===== src/rtl/hit_referee.sv =====
// -----------------------------------------------------------------------------
// hit_referee
//
// Purpose:
//   Referees projectile hits between the cat and the dog and runs the
//   end-of-round sequence.
//   - Detects a projectile overlapping its opponent's hitbox and issues a
//     one-cycle damage pulse plus a despawn request.
//   - Applies per-target invulnerability frames.
//   - Allows at most one hit per target per frame.
//   - Watches the hp read-back and sequences KO -> RESET -> ARM -> FIGHT.
//   Runs on the pixel clock. The rising edge of vsync is the frame tick.
//
// Configuration macro:
//   CVD_AUTO_RESTART_EN
//     Defined:   KO ends after KO_FRAMES frame ticks, or earlier on restart.
//     Undefined: KO holds until restart. The frame counter is not built.
//
// Ports:
//   clk          in   1   pixel clock
//   rst          in   1   synchronous active-high reset
//   vsync        in   1   VGA vsync; rising edge = frame tick
//   proj_valid   in   1   projectile in flight
//   proj_owner   in   1   0 = thrown by cat, 1 = thrown by dog
//   proj_x/y     in   11  projectile top-left corner
//   cat_x/y      in   11  cat hitbox top-left corner
//   dog_x/y      in   11  dog hitbox top-left corner
//   hp_cat/dog   in   10  hp read back from the health bars
//   restart      in   1   manual restart pulse, honoured only in KO
//   hit_cat      out  1   1-cycle damage pulse to cat
//   hit_dog      out  1   1-cycle damage pulse to dog
//   proj_consume out  1   1-cycle despawn request
//   reset_hp     out  1   1-cycle hp restore request
//   round_over   out  1   high while in KO
//   winner       out  2   00 none, 01 cat, 10 dog, 11 draw
// -----------------------------------------------------------------------------
module hit_referee #(
   parameter int CHAR_W     = 128,
   parameter int CHAR_H     = 128,
   parameter int PROJ_SIZE  = 16,
   parameter int IFRAMES    = 30,
`ifdef CVD_AUTO_RESTART_EN
   parameter int KO_FRAMES  = 180,
`endif
   parameter int HEALTH_MAX = 500
) (
   input  logic        clk,
   input  logic        rst,
   input  logic        vsync,
   input  logic        proj_valid,
   input  logic        proj_owner,
   input  logic [10:0] proj_x,
   input  logic [10:0] proj_y,
   input  logic [10:0] cat_x,
   input  logic [10:0] cat_y,
   input  logic [10:0] dog_x,
   input  logic [10:0] dog_y,
   input  logic [9:0]  hp_cat,
   input  logic [9:0]  hp_dog,
   input  logic        restart,
   output logic        hit_cat,
   output logic        hit_dog,
   output logic        proj_consume,
   output logic        reset_hp,
   output logic        round_over,
   output logic [1:0]  winner
);

   typedef enum logic [1:0] {
      ST_FIGHT = 2'd0,
      ST_KO    = 2'd1,
      ST_RESET = 2'd2,
      ST_ARM   = 2'd3
   } state_t;

   localparam int              CD_W    = $clog2(IFRAMES + 1);
   localparam logic [CD_W-1:0] CD_LOAD = CD_W'(IFRAMES);
   localparam logic [CD_W-1:0] CD_ZERO = {CD_W{1'b0}};
   localparam logic [CD_W-1:0] CD_ONE  = CD_W'(1);
   localparam logic [11:0]     BOX_W12 = 12'(CHAR_W);
   localparam logic [11:0]     BOX_H12 = 12'(CHAR_H);
   localparam logic [11:0]     PROJ12  = 12'(PROJ_SIZE);
   localparam logic [9:0]      HP_FULL = 10'(HEALTH_MAX);
   localparam logic [9:0]      HP_ZERO = 10'd0;

`ifdef CVD_AUTO_RESTART_EN
   localparam int              KO_W    = $clog2(KO_FRAMES + 1);
   localparam logic [KO_W-1:0] KO_LAST = KO_W'(KO_FRAMES - 1);
   localparam logic [KO_W-1:0] KO_ONE  = KO_W'(1);
   localparam logic [KO_W-1:0] KO_ZERO = {KO_W{1'b0}};
`endif

   // Winner encoding on KO entry: the side still standing wins, both down is a draw.
   function automatic logic [1:0] ko_winner(input logic cat_down, input logic dog_down);
      logic [1:0] w;
      case ({cat_down, dog_down})
         2'b01:   w = 2'b01;
         2'b10:   w = 2'b10;
         2'b11:   w = 2'b11;
         default: w = 2'b00;
      endcase
      return w;
   endfunction

   state_t          state_q, state_d;
   logic            vsync_q, vsync_d;
   logic [CD_W-1:0] cd_cat_q, cd_cat_d;
   logic [CD_W-1:0] cd_dog_q, cd_dog_d;
   logic            flag_cat_q, flag_cat_d;
   logic            flag_dog_q, flag_dog_d;
   logic            hit_cat_q, hit_cat_d;
   logic            hit_dog_q, hit_dog_d;
   logic            consume_q, consume_d;
   logic            reset_hp_q, reset_hp_d;
   logic            round_over_q, round_over_d;
   logic [1:0]      winner_q, winner_d;
`ifdef CVD_AUTO_RESTART_EN
   logic [KO_W-1:0] ko_cnt_q, ko_cnt_d;
`endif

   logic            tick;
   logic            overlap;
   logic            hit_cat_req;
   logic            hit_dog_req;
   logic [11:0]     box_x, box_y, px, py;

   assign tick = vsync & ~vsync_q;

   // AABB test of the projectile against the opponent box only, widened to 12 bits so sums never wrap.
   always_comb begin
      px      = {1'b0, proj_x};
      py      = {1'b0, proj_y};
      box_x   = proj_owner ? {1'b0, cat_x} : {1'b0, dog_x};
      box_y   = proj_owner ? {1'b0, cat_y} : {1'b0, dog_y};
      overlap = (px < box_x + BOX_W12) && (px + PROJ12 > box_x) &&
                (py < box_y + BOX_H12) && (py + PROJ12 > box_y);
   end

   // The owner selects a single target, so one projectile can raise at most one hit.
   assign hit_cat_req = proj_valid & proj_owner & overlap & (cd_cat_q == CD_ZERO) &
                        ~flag_cat_q & (state_q == ST_FIGHT);
   assign hit_dog_req = proj_valid & ~proj_owner & overlap & (cd_dog_q == CD_ZERO) &
                        ~flag_dog_q & (state_q == ST_FIGHT);

   // Next-state logic for cooldowns, per-frame flags, the round FSM and all registered outputs.
   always_comb begin
      state_d    = state_q;
      winner_d   = winner_q;
      vsync_d    = vsync;
`ifdef CVD_AUTO_RESTART_EN
      ko_cnt_d   = ko_cnt_q;
`endif
      hit_cat_d  = hit_cat_req;
      hit_dog_d  = hit_dog_req;
      consume_d  = hit_cat_req | hit_dog_req;

      // A hit reloads the cooldown; otherwise it counts frames down to zero.
      cd_cat_d   = hit_cat_req ? CD_LOAD :
                   ((tick && (cd_cat_q != CD_ZERO)) ? cd_cat_q - CD_ONE : cd_cat_q);
      cd_dog_d   = hit_dog_req ? CD_LOAD :
                   ((tick && (cd_dog_q != CD_ZERO)) ? cd_dog_q - CD_ONE : cd_dog_q);

      // A hit in the same cycle as a tick wins, leaving the flag set.
      flag_cat_d = hit_cat_req | (flag_cat_q & ~tick);
      flag_dog_d = hit_dog_req | (flag_dog_q & ~tick);

      case (state_q)
         ST_FIGHT: begin
            if ((hp_cat == HP_ZERO) || (hp_dog == HP_ZERO)) begin
               state_d  = ST_KO;
               winner_d = ko_winner(hp_cat == HP_ZERO, hp_dog == HP_ZERO);
`ifdef CVD_AUTO_RESTART_EN
               ko_cnt_d = KO_ZERO;
`endif
            end else begin
               state_d  = ST_FIGHT;
            end
         end
         ST_KO: begin
`ifdef CVD_AUTO_RESTART_EN
            if (restart) begin
               state_d  = ST_RESET;
            end else if (tick && (ko_cnt_q == KO_LAST)) begin
               state_d  = ST_RESET;
            end else if (tick) begin
               ko_cnt_d = ko_cnt_q + KO_ONE;
            end else begin
               state_d  = ST_KO;
            end
`else
            if (restart) begin
               state_d = ST_RESET;
            end else begin
               state_d = ST_KO;
            end
`endif
         end
         ST_RESET: begin
            state_d    = ST_ARM;
            cd_cat_d   = CD_ZERO;
            cd_dog_d   = CD_ZERO;
            flag_cat_d = 1'b0;
            flag_dog_d = 1'b0;
         end
         ST_ARM: begin
            if ((hp_cat == HP_FULL) && (hp_dog == HP_FULL)) begin
               state_d  = ST_FIGHT;
               winner_d = 2'b00;
            end else begin
               state_d  = ST_ARM;
            end
         end
         default: begin
            state_d = ST_FIGHT;
         end
      endcase

      // Outputs follow the state being entered, so they line up with it.
      round_over_d = (state_d == ST_KO);
      reset_hp_d   = (state_d == ST_RESET);
   end

   // State and output registers with synchronous reset.
   always_ff @(posedge clk) begin
      if (rst) begin
         state_q      <= ST_FIGHT;
         vsync_q      <= 1'b0;
         cd_cat_q     <= CD_ZERO;
         cd_dog_q     <= CD_ZERO;
         flag_cat_q   <= 1'b0;
         flag_dog_q   <= 1'b0;
         hit_cat_q    <= 1'b0;
         hit_dog_q    <= 1'b0;
         consume_q    <= 1'b0;
         reset_hp_q   <= 1'b0;
         round_over_q <= 1'b0;
         winner_q     <= 2'b00;
`ifdef CVD_AUTO_RESTART_EN
         ko_cnt_q     <= KO_ZERO;
`endif
      end else begin
         state_q      <= state_d;
         vsync_q      <= vsync_d;
         cd_cat_q     <= cd_cat_d;
         cd_dog_q     <= cd_dog_d;
         flag_cat_q   <= flag_cat_d;
         flag_dog_q   <= flag_dog_d;
         hit_cat_q    <= hit_cat_d;
         hit_dog_q    <= hit_dog_d;
         consume_q    <= consume_d;
         reset_hp_q   <= reset_hp_d;
         round_over_q <= round_over_d;
         winner_q     <= winner_d;
`ifdef CVD_AUTO_RESTART_EN
         ko_cnt_q     <= ko_cnt_d;
`endif
      end
   end

   assign hit_cat      = hit_cat_q;
   assign hit_dog      = hit_dog_q;
   assign proj_consume = consume_q;
   assign reset_hp     = reset_hp_q;
   assign round_over   = round_over_q;
   assign winner       = winner_q;

endmodule


===== config.mk =====
export PLATFORM = sky130hd
export DESIGN_NAME = hit_referee
export DESIGN_NICKNAME = d
export VERILOG_FILES = /design/src/rtl/hit_referee.sv
export SDC_FILE = /design/constraint.sdc
export NUM_CORES = 1
export LEC_CHECK = 0
export ABC_AREA = 1
export CAP_MARGIN = 30
export CELL_PAD_IN_SITES_DETAIL_PLACEMENT = 1
export CELL_PAD_IN_SITES_GLOBAL_PLACEMENT = 1
export CORE_ASPECT_RATIO = 0.6
export CORE_MARGIN = 1.5
export CORE_UTILIZATION = 31
export DETAILED_ROUTE_END_ITERATION = 12
export PLACE_DENSITY_LB_ADDON = 0.05
export SYNTH_ARGS = -nofsm -noshare
export SYNTH_HDL_FRONTEND = slang
export SYNTH_SLANG_ARGS = --single-unit

===== constraint.sdc =====
create_clock -name clk -period 3.4 [get_ports clk]
set_input_delay 0.34 -clock clk [delete_from_list [all_inputs] [get_ports clk]]
set_output_delay 0.34 -clock clk [all_outputs]
set_load 0.01 [all_outputs]

Word level (Yosys, flattened, before mapping)
Index checks and enable logic that the tools add are counted.
{"block": "totals", "register_bits": 22, "word_cells": 92}
{"block": "classes", "eq_ne": 12, "magnitude_cmp": 4, "bitwise_logic": 21, "reduce_logical": 21, "addsub": 6, "n_mux": 14}
{"op": "$add A11 B5 Y12 const B", "n": 2}
{"op": "$add A11 B8 Y12 const B", "n": 2}
{"op": "$gt A12 B11 Y1", "n": 2}
{"op": "$lt A11 B12 Y1", "n": 2}
{"op": "$mux W11", "n": 2}
{"op": "$eq A10 B9 Y1 const B", "n": 2}
{"op": "$logic_not A10 Y1", "n": 2}
{"op": "$mux W5", "n": 4}
{"op": "$and A1 B1 Y1", "n": 13}
{"op": "$eq A2 B2 Y1 const B", "n": 5}
{"op": "$logic_not A5 Y1", "n": 2}
{"op": "$reduce_bool A5 Y1", "n": 2}
{"op": "$sub A5 B1 Y5 const B", "n": 2}
{"op": "$mux W2", "n": 4}
{"op": "$pmux W2 S4", "n": 1}
{"op": "$eq A2 B1 Y1 const B", "n": 3}
{"op": "$logic_and A1 B1 Y1", "n": 6}
{"op": "$pmux W2 S3", "n": 1}
{"op": "$reduce_bool A2 Y1", "n": 3}
{"op": "$reduce_or A3 Y1", "n": 2}
{"op": "$not A1 Y1", "n": 5}
{"op": "$pmux W2 S2", "n": 1}
{"op": "$or A1 B1 Y1", "n": 3}
{"op": "$reduce_and A3 Y1", "n": 1}
{"op": "other kinds (6)", "n": 6}

Logic depth before layout (Yosys ltp)
Gate-level depths: netlist of run 1.
{"block": "depth", "word_depth": 11, "depth_mapped": 20, "mapped_depth_nobuf": 19}

Worst setup path before layout of run 1
Ideal clock, no wire load.
{"block": "synth_path", "path_type": "input to register", "from": "input proj_owner", "to": "register cd_cat_q[0]", "t_required_ps": 3290, "cell_stages": 18, "slack_ps": 904, "t_arrival_ps": 2385, "path_cell_list": "buf_6 > clkinv_4 > or2_2 > o21ai_0 > inv_1 > ha_1 > xnor2_1 > ha_1 > nand2_1 > nand2_1 > a21oi_1 > nor2_1 > nor2_2 > nand2_2 > nor2_8 > nand3_4 > nand3_1 > inv_1"}
{"block": "synth_between", "elab_chain_len": 11}
{"item": "start, declared", "line_no": "51", "text": "input logic proj_owner,"}
{"item": "$mux W11", "line_no": "133", "text": "box_x = proj_owner ? {1'b0, cat_x} : {1'b0, dog_x};"}
{"item": "$add A11 B8 Y12", "line_no": "135", "text": "overlap = (px < box_x + BOX_W12) && (px + PROJ12 > box_x) &&"}
{"item": "$lt A11 B12 Y1", "line_no": "135"}
{"item": "$logic_and A1 B1 Y1 (2 in a row)", "line_no": "135"}
{"item": "$logic_and A1 B1 Y1", "line_no": "136", "text": "(py < box_y + BOX_H12) && (py + PROJ12 > box_y);"}
{"item": "$and A1 B1 Y1 * (3 in a row)", "line_no": "140", "text": "assign hit_cat_req = proj_valid & proj_owner & overlap & (cd_cat_q == CD_ZERO) &"}
{"item": "$and A1 B1 Y1 *", "line_no": "141", "text": "~flag_cat_q & (state_q == ST_FIGHT);"}
{"item": "$reduce_or A3 Y1 (no source line) *"}
{"item": "end signal, assigned", "line_no": "244", "text": "cd_cat_q <= cd_cat_d;"}
{"item": "end, declared", "line_no": "107", "text": "logic [CD_W-1:0] cd_cat_q, cd_cat_d;"}
Every way passes the cells marked *; elsewhere a longest branch is shown, timed or not.
A chain may end at the register's enable or synchronous reset.

Worst setup path after layout of run 1
Same ends and word-level chain as after synthesis.

==> results.sh, run 1 <==
export IMPL_cts_buffer_depth=2
export IMPL_syn_area_um2=2680
export IMPL_peakVddDrop_v=0.000229
export IMPL_crit_required_ns=3.55
export IMPL_start_util_pct=31.6
export IMPL_synth_seq_cells=22
export IMPL_grt_max_degree=19
export IMPL_status="complete, no violations"
export IMPL_start_kind="primary input"
export IMPL_synth_edff_count=0
export IMPL_wl_per_cell_um=13.1
export IMPL_first_pass_iters=4
export IMPL_drc_errors=0
export IMPL_maxCapViolCount=0
export IMPL_postSynthCellCount=395
export IMPL_rows=26
export IMPL_timing_final_hold_violations=0
export IMPL_total_power_mw=1.18
export IMPL_cts_made_buffers=3
export IMPL_hold_worst_slack_ns=0.473
export IMPL_io_buffers=98
export IMPL_post_cts_buffers=0
export IMPL_avgSynthCellArea_um2=6.78
export IMPL_period_needed_ns=2.98
export IMPL_fp_dieW_um=123
export IMPL_worstHoldPathType="reg -> reg"
export IMPL_ant_nets=0
export IMPL_setup_tns_ns=0
export IMPL_vias_per_cell=4.56
export IMPL_place_congestion=0.824
export IMPL_synth_warnings=0
export IMPL_yosysSeqAreaShare_pct=16.5
export IMPL_fin_crit_sh_pct=87.7
export IMPL_rsz0062_at_grt="no"
export IMPL_worst_slew_pin_slew_ns=0.435
export IMPL_path_buf_inv=4
export IMPL_slowest_stage="clkdlybuf4s50_1"
export IMPL_power_density_nw_per_um2=305
export IMPL_core_area_um2=8460
export IMPL_critPathTopFamily="simple AND/OR/NAND/NOR gates"
export IMPL_die_area_um2=9220
export IMPL_yosysUniqueCellTypes=32
export IMPL_clock_sinks=22
export IMPL_fin_cells=607
export IMPL_cts_hold_buf=0
export IMPL_wirelength_mm=7.94
export IMPL_crit_cells=18
export IMPL_ios=99
export IMPL_cts_tree="done"
export IMPL_insertedDiodeCount=0
export IMPL_cts_resized=0
export IMPL_worstHoldPathCells=2
export IMPL_leakage_nw=1.87
export IMPL_rr_worst_depth=8
export IMPL_clock_latency_ns=0.26
export IMPL_die_y_um=75.0
export IMPL_gr_usage_all_layers_pct=17.9
export IMPL_max_freq_ghz=0.335
export IMPL_n_fill_cell=1083
export IMPL_gr_total_overflow=0
export IMPL_final_max_slew_viol_count=0
export IMPL_worst_setup_path_type="in -> reg"
export IMPL_synth_fp_nets=534
export IMPL_arrival_ns=3.14
export IMPL_dp_cells=603
export IMPL_setup_viol=0
export IMPL_ys_flop_type="dfxtp_1"
export IMPL_drt_iter0_drc=42
export IMPL_htreeDepth=1
export IMPL_vias=2769
export IMPL_syn2layout_area_growth_pct=44.8
export IMPL_clk_pin_slew_ns=0.06
export IMPL_antenna_found_initial=0
export IMPL_final_util_pct=45.8
export IMPL_grt_pass1_wl_mm=12.9
export IMPL_hpwl_mm=7.16
export IMPL_cp_end_kind="register"
export IMPL_slowest_delay_ns=0.53
export IMPL_crit_path_cell_trace="clkdlybuf4s50_1, clkinv_4, or2_2, o21ai_0, inv_1, ha_1, xnor2_1, ha_1, nand2_1, nand2_1, a21oi_1, nor2_1, nor2_2, nand2_2, nor2_8, nand3_4, nand3_1, inv_1"
export IMPL_cp_max_fo=10
export IMPL_maxSlewHeadroom_pct=70.7
export IMPL_drive_above_1_share_pct=5.86
export IMPL_cts_root_buf="clkbuf_16"
export IMPL_grt_pass1_vias=2806
export IMPL_synthArstFlopShare_pct=0
export IMPL_nets=635
export IMPL_r2r_slack_ns=1.68
export IMPL_skew_ns=0.00237
-- worst paths after layout --
check	to	startpoint
setup reg to reg	cd_cat_q[0]	cd_cat_q[0]
hold reg to reg	winner[0]	winner[0]
hold / removal	winner[0]	winner[0]
setup / recovery	cd_cat_q[0]	proj_owner
-- cells in the final DEF, fill, tap and decap left out, types with 2 or more instances in the layout --
cell | netlist | final
nand4_1 | 10 | 10
nor4_2 | 2 | 2
nor2_1 | 34 | 34
clkdlybuf4s50_1 | 0 | 98
nor3_1 | 6 | 6
nand2_4 | 2 | 2
ha_1 | 47 | 47
or2_2 | 5 | 5
nand3_1 | 21 | 21
o21a_1 | 2 | 2
dfxtp_1 | 22 | 22
nor2_2 | 3 | 3
a21oi_1 | 26 | 26
xor2_1 | 12 | 12
buf_4 | 0 | 2
inv_1 | 64 | 64
mux2i_1 | 12 | 12
o21ai_0 | 6 | 6
nand2_2 | 5 | 5
nand2_1 | 92 | 92
nand3_4 | 2 | 2
clkbuf_16 | 0 | 3
nor3b_1 | 5 | 5
xnor2_1 | 5 | 5
-- registers in the layout, indices dropped and copies added (netlist names) --
| signal | flops |
|---|---|
| cd_cat_q | 5 |
| cd_dog_q | 5 |
| state_q | 2 |
| winner | 2 |
| flag_cat_q | 1 |
| flag_dog_q | 1 |
| hit_cat | 1 |
| hit_dog | 1 |
| proj_consume | 1 |
| reset_hp | 1 |
| round_over | 1 |
| vsync_q | 1 |
-- layer usage --
metal  GRT usage [%]  up-vias  wire length (um)
met5               0        -                 0
li1                -     1471                 -
met1            25.1     1245              4150
met4            1.55        0                27
met2            30.4       49              3530
met3            2.42        4               228
-- report_power, final --
part	internal [mW]	leakage (nW)	switching, mW	total [mW]
combinational	0.278	1.65	0.317	0.595
sequential	0.294	0.179	0.0160	0.309
clock	0.180	0.0442	0.0965	0.276
total	0.751	1.87	0.429	1.18
-- cells in the mapped netlist, types with 3 or more instances --
cell type | n | area [um2]
nand2_1 | 92 | 345
inv_1 | 64 | 240
ha_1 | 47 | 588
nor2_1 | 34 | 128
a21oi_1 | 26 | 130
dfxtp_1 | 22 | 440
nand3_1 | 21 | 105
mux2i_1 | 12 | 120
xor2_1 | 12 | 105
nand4_1 | 10 | 62.6
nor3_1 | 6 | 30.0
o21ai_0 | 6 | 30.0
nand2_2 | 5 | 31.3
nor3b_1 | 5 | 37.5
or2_2 | 5 | 31.3
xnor2_1 | 5 | 43.8
nor2_2 | 3 | 18.8
-- cells by family (layout without fill, tap and decap cells) --
logic type / count (synthesis) / count (layout) / share of synthesized area [%]
xor gates and xnor gates: 17 / 17 / 5.56
AOI/OAI and AO/OA: 37 / 37 / 7.29
muxes: 12 / 12 / 4.49
buffers and inverters: 71 / 171 / 10.5
adders and majority gates: 47 / 47 / 22.0
DFF: 22 / 22 / 16.5
and+or+nand+nor: 189 / 189 / 33.7
-- through the flow --
stage / setup WS, ns / cell area (um2)
after floorplan: 0.904 / 2680
after global placement: 0.264 / 3790
after detailed placement: 0.110 / 3790
after CTS: 0.376 / 3880
after global routing: 0.0747 / 3880
final: 0.417 / 3880
-- worst register-to-register path, stage by stage, from the launching register on --
cell,delay [ns]
dfxtp_1,0.30
inv_1,0.11
ha_1,0.18
nor3b_1,0.26
nand2_1,0.13
nor4_2,0.34
nand3_4,0.16
nand3_1,0.10
inv_1,0.04
-- layout make-up --
type                    instances  area (um2)  area share [%]
flip-flops and latches         22         440            11.4
multi-input cells             302        1950            50.4
well taps                     112         140            3.62
inverters                      67         256            6.62
repair buffers                100         996            25.7
clock buffers                   4        88.8            2.29
No activity file was read; power rests on OpenSTA's default activity.
==> run 2: changes to the inputs <==
- SKIP_LAST_GASP: unset -> 1
==> results of run 2 <==
No change in the layout: final DEF, timing and power equal those of run 1.
==> run 3: changes to the inputs <==
- CORE_UTILIZATION: 31 -> 27
==> results.sh, run 3 (same netlist as run 1, synthesis figures left out) <==
export IMPL_combPwrFrac_pct=50.7
export IMPL_power_density_nw_per_um2=304
export IMPL_cts_resized=0
export IMPL_peakVddDrop_v=0.000202
export IMPL_ant_nets=0
export IMPL_max_freq_ghz=0.330
export IMPL_gr_usage_all_layers_pct=16.2
export IMPL_fp_dieW_um=132
export IMPL_maxCapViolCount=0
export IMPL_power_frac_clock_pct=23.1
export IMPL_cts_buffer_depth=2
export IMPL_p_seq_share_pct=26.2
export IMPL_maxSlewHeadroom_pct=70.7
export IMPL_die_area_um2=10500
export IMPL_wirelength_mm=8.21
export IMPL_start_kind="primary input"
export IMPL_rr_worst_depth=7
export IMPL_setup_tns_ns=0
export IMPL_core_area_um2=9390
export IMPL_min_from="cd_dog_q[4]"
export IMPL_io_buffers=98
export IMPL_final_util_pct=41.5
export IMPL_crit_required_ns=3.56
export IMPL_fin_cells=625
export IMPL_total_power_mw=1.18
export IMPL_place_congestion=0.798
export IMPL_fin_area_um2=3900
export IMPL_rsz0062_at_grt="no"
export IMPL_arrival_ns=3.19
export IMPL_internal_power_uw=753
export IMPL_ios=99
export IMPL_period_needed_ns=3.03
export IMPL_drc_errors=0
export IMPL_clk_pin_slew_ns=0.06
export IMPL_r2r_start="cd_dog_q[0]"
export IMPL_clock_sinks=22
export IMPL_holdPathEnd="cd_dog_q[4]"
export IMPL_worst_slew_pin_slew_ns=0.436
export IMPL_nets=635
export IMPL_wl_per_cell_um=13.1
export IMPL_reg_top3="cd_cat_q: 5 flops, cd_dog_q: 5 flops"
export IMPL_vias=2759
export IMPL_cp_max_fo=10
export IMPL_p_sw_uw=432
export IMPL_p_sw_share_pct=36.4
export IMPL_n_fill_cell=1198
export IMPL_start_util_pct=28.5
export IMPL_setup_viol=0
export IMPL_skew_ns=0.00187
export IMPL_antenna_found_initial=0
export IMPL_post_cts_buffers=0
export IMPL_worst_setup_path_type="in -> reg"
export IMPL_final_max_slew_viol_count=0
export IMPL_leakage_nw=1.87
export IMPL_drt_iter0_drc=70
export IMPL_gr_total_overflow=0
export IMPL_reg2reg_to="cd_dog_q[3]"
export IMPL_grt_pass1_vias=2883
export IMPL_hpwl_mm=7.36
export IMPL_cp_end_kind="register"
export IMPL_cts_root_buf="clkbuf_16"
export IMPL_cts_made_buffers=3
export IMPL_r2r_slack_ns=1.62
export IMPL_grt_pass1_wl_mm=13.9
export IMPL_place_area_um2=3810
export IMPL_status="complete, no violations"
export IMPL_timing_final_hold_violations=0
export IMPL_dp_cells=621
export IMPL_final_cell_mix="clkdlybuf4s50_1, nand2_1, inv_1, ha_1, nor2_1"
export IMPL_fin_crit_sh_pct=89.2
export IMPL_die_y_um=80.1
export IMPL_first_pass_iters=4
export IMPL_cts_hold_buf=0
export IMPL_clock_latency_ns=0.26
export IMPL_drive_above_1_share_pct=5.86
export IMPL_vias_per_cell=4.41
export IMPL_htreeDepth=1
export IMPL_rows=27
export IMPL_layout_commonest_cell="clkdlybuf4s50_1"
export IMPL_cts_tree="done"
export IMPL_grt_max_degree=16
export IMPL_worstHoldPathCells=2
export IMPL_worstHoldPathType="reg -> reg"
export IMPL_syn2layout_area_growth_pct=45.7
export IMPL_insertedDiodeCount=0
[run 3: cell counts in the layout (fill, tap and decap cells not counted)]
Identical to the previous run, type by type.
[run 3: worst max path at each step]
stage / start / end / slack (ns) / cells after the start
after detailed placement: proj_owner / cd_cat_q[4] / 0.12 / 19
final: proj_owner / cd_cat_q[0] / 0.37 / 18
after floorplan: proj_owner / cd_cat_q[0] / 0.90 / 18
after CTS: proj_owner / cd_cat_q[4] / 0.38 / 19
after global placement: proj_owner / cd_dog_q[0] / 0.26 / 20
after global routing: proj_owner / cd_dog_q[3] / 0.16 / 19
[run 3: worst max-delay path, cell delays in order]
cell,delay [ns]
clkdlybuf4s50_1,0.53
clkinv_4,0.13
or2_2,0.28
o21ai_0,0.12
inv_1,0.10
ha_1,0.25
xnor2_1,0.17
ha_1,0.26
nand2_1,0.07
nand2_1,0.05
a21oi_1,0.17
nor2_1,0.08
nor2_2,0.13
nand2_2,0.09
nor2_8,0.13
nand3_4,0.13
nand3_1,0.10
inv_1,0.04
[run 3: metal layers]
layer | up-vias | track usage, % | share of wire [%]
met5 | - | 0 | 0
met4 | 0 | 1.00 | 0.21
met3 | 2 | 2.46 | 4.5
met2 | 47 | 26.7 | 43
met1 | 1240 | 23.3 | 53
li1 | 1470 | - | -
[run 3: per-stage QoR]
| stage | setup slack, ns | hold WS [ns] |
|---|---|---|
| 2_1_floorplan | 0.904 | 0.444 |
| 3_3_place_gp | 0.258 | 0.450 |
| 3_5_place_dp | 0.119 | 0.460 |
| 4_1_cts | 0.382 | 0.468 |
| 5_1_grt | 0.157 | 0.498 |
| 6_report | 0.369 | 0.463 |
[run 3: final cells by class]
| type | instances | area, um2 | area share [%] |
|---|---|---|---|
| clock buffer | 4 | 88.8 | 2.28 |
| inverter | 67 | 256 | 6.58 |
| multi-input combinational | 302 | 1950 | 50.1 |
| sequential | 22 | 440 | 11.3 |
| tap | 130 | 163 | 4.17 |
| timing repair buffer | 100 | 996 | 25.5 |
[run 3: power by group through the flow]
stage | clock (mW) | combinational (mW) | sequential [mW]
3_3_place_gp | 0 | 0.586 | 0.314
5_1_grt | 0.289 | 0.689 | 0.315
3_5_place_dp | 0 | 0.606 | 0.316
2_1_floorplan | 0 | 0.383 | 0.312
6_report | 0.274 | 0.600 | 0.310
4_1_cts | 0.282 | 0.611 | 0.311
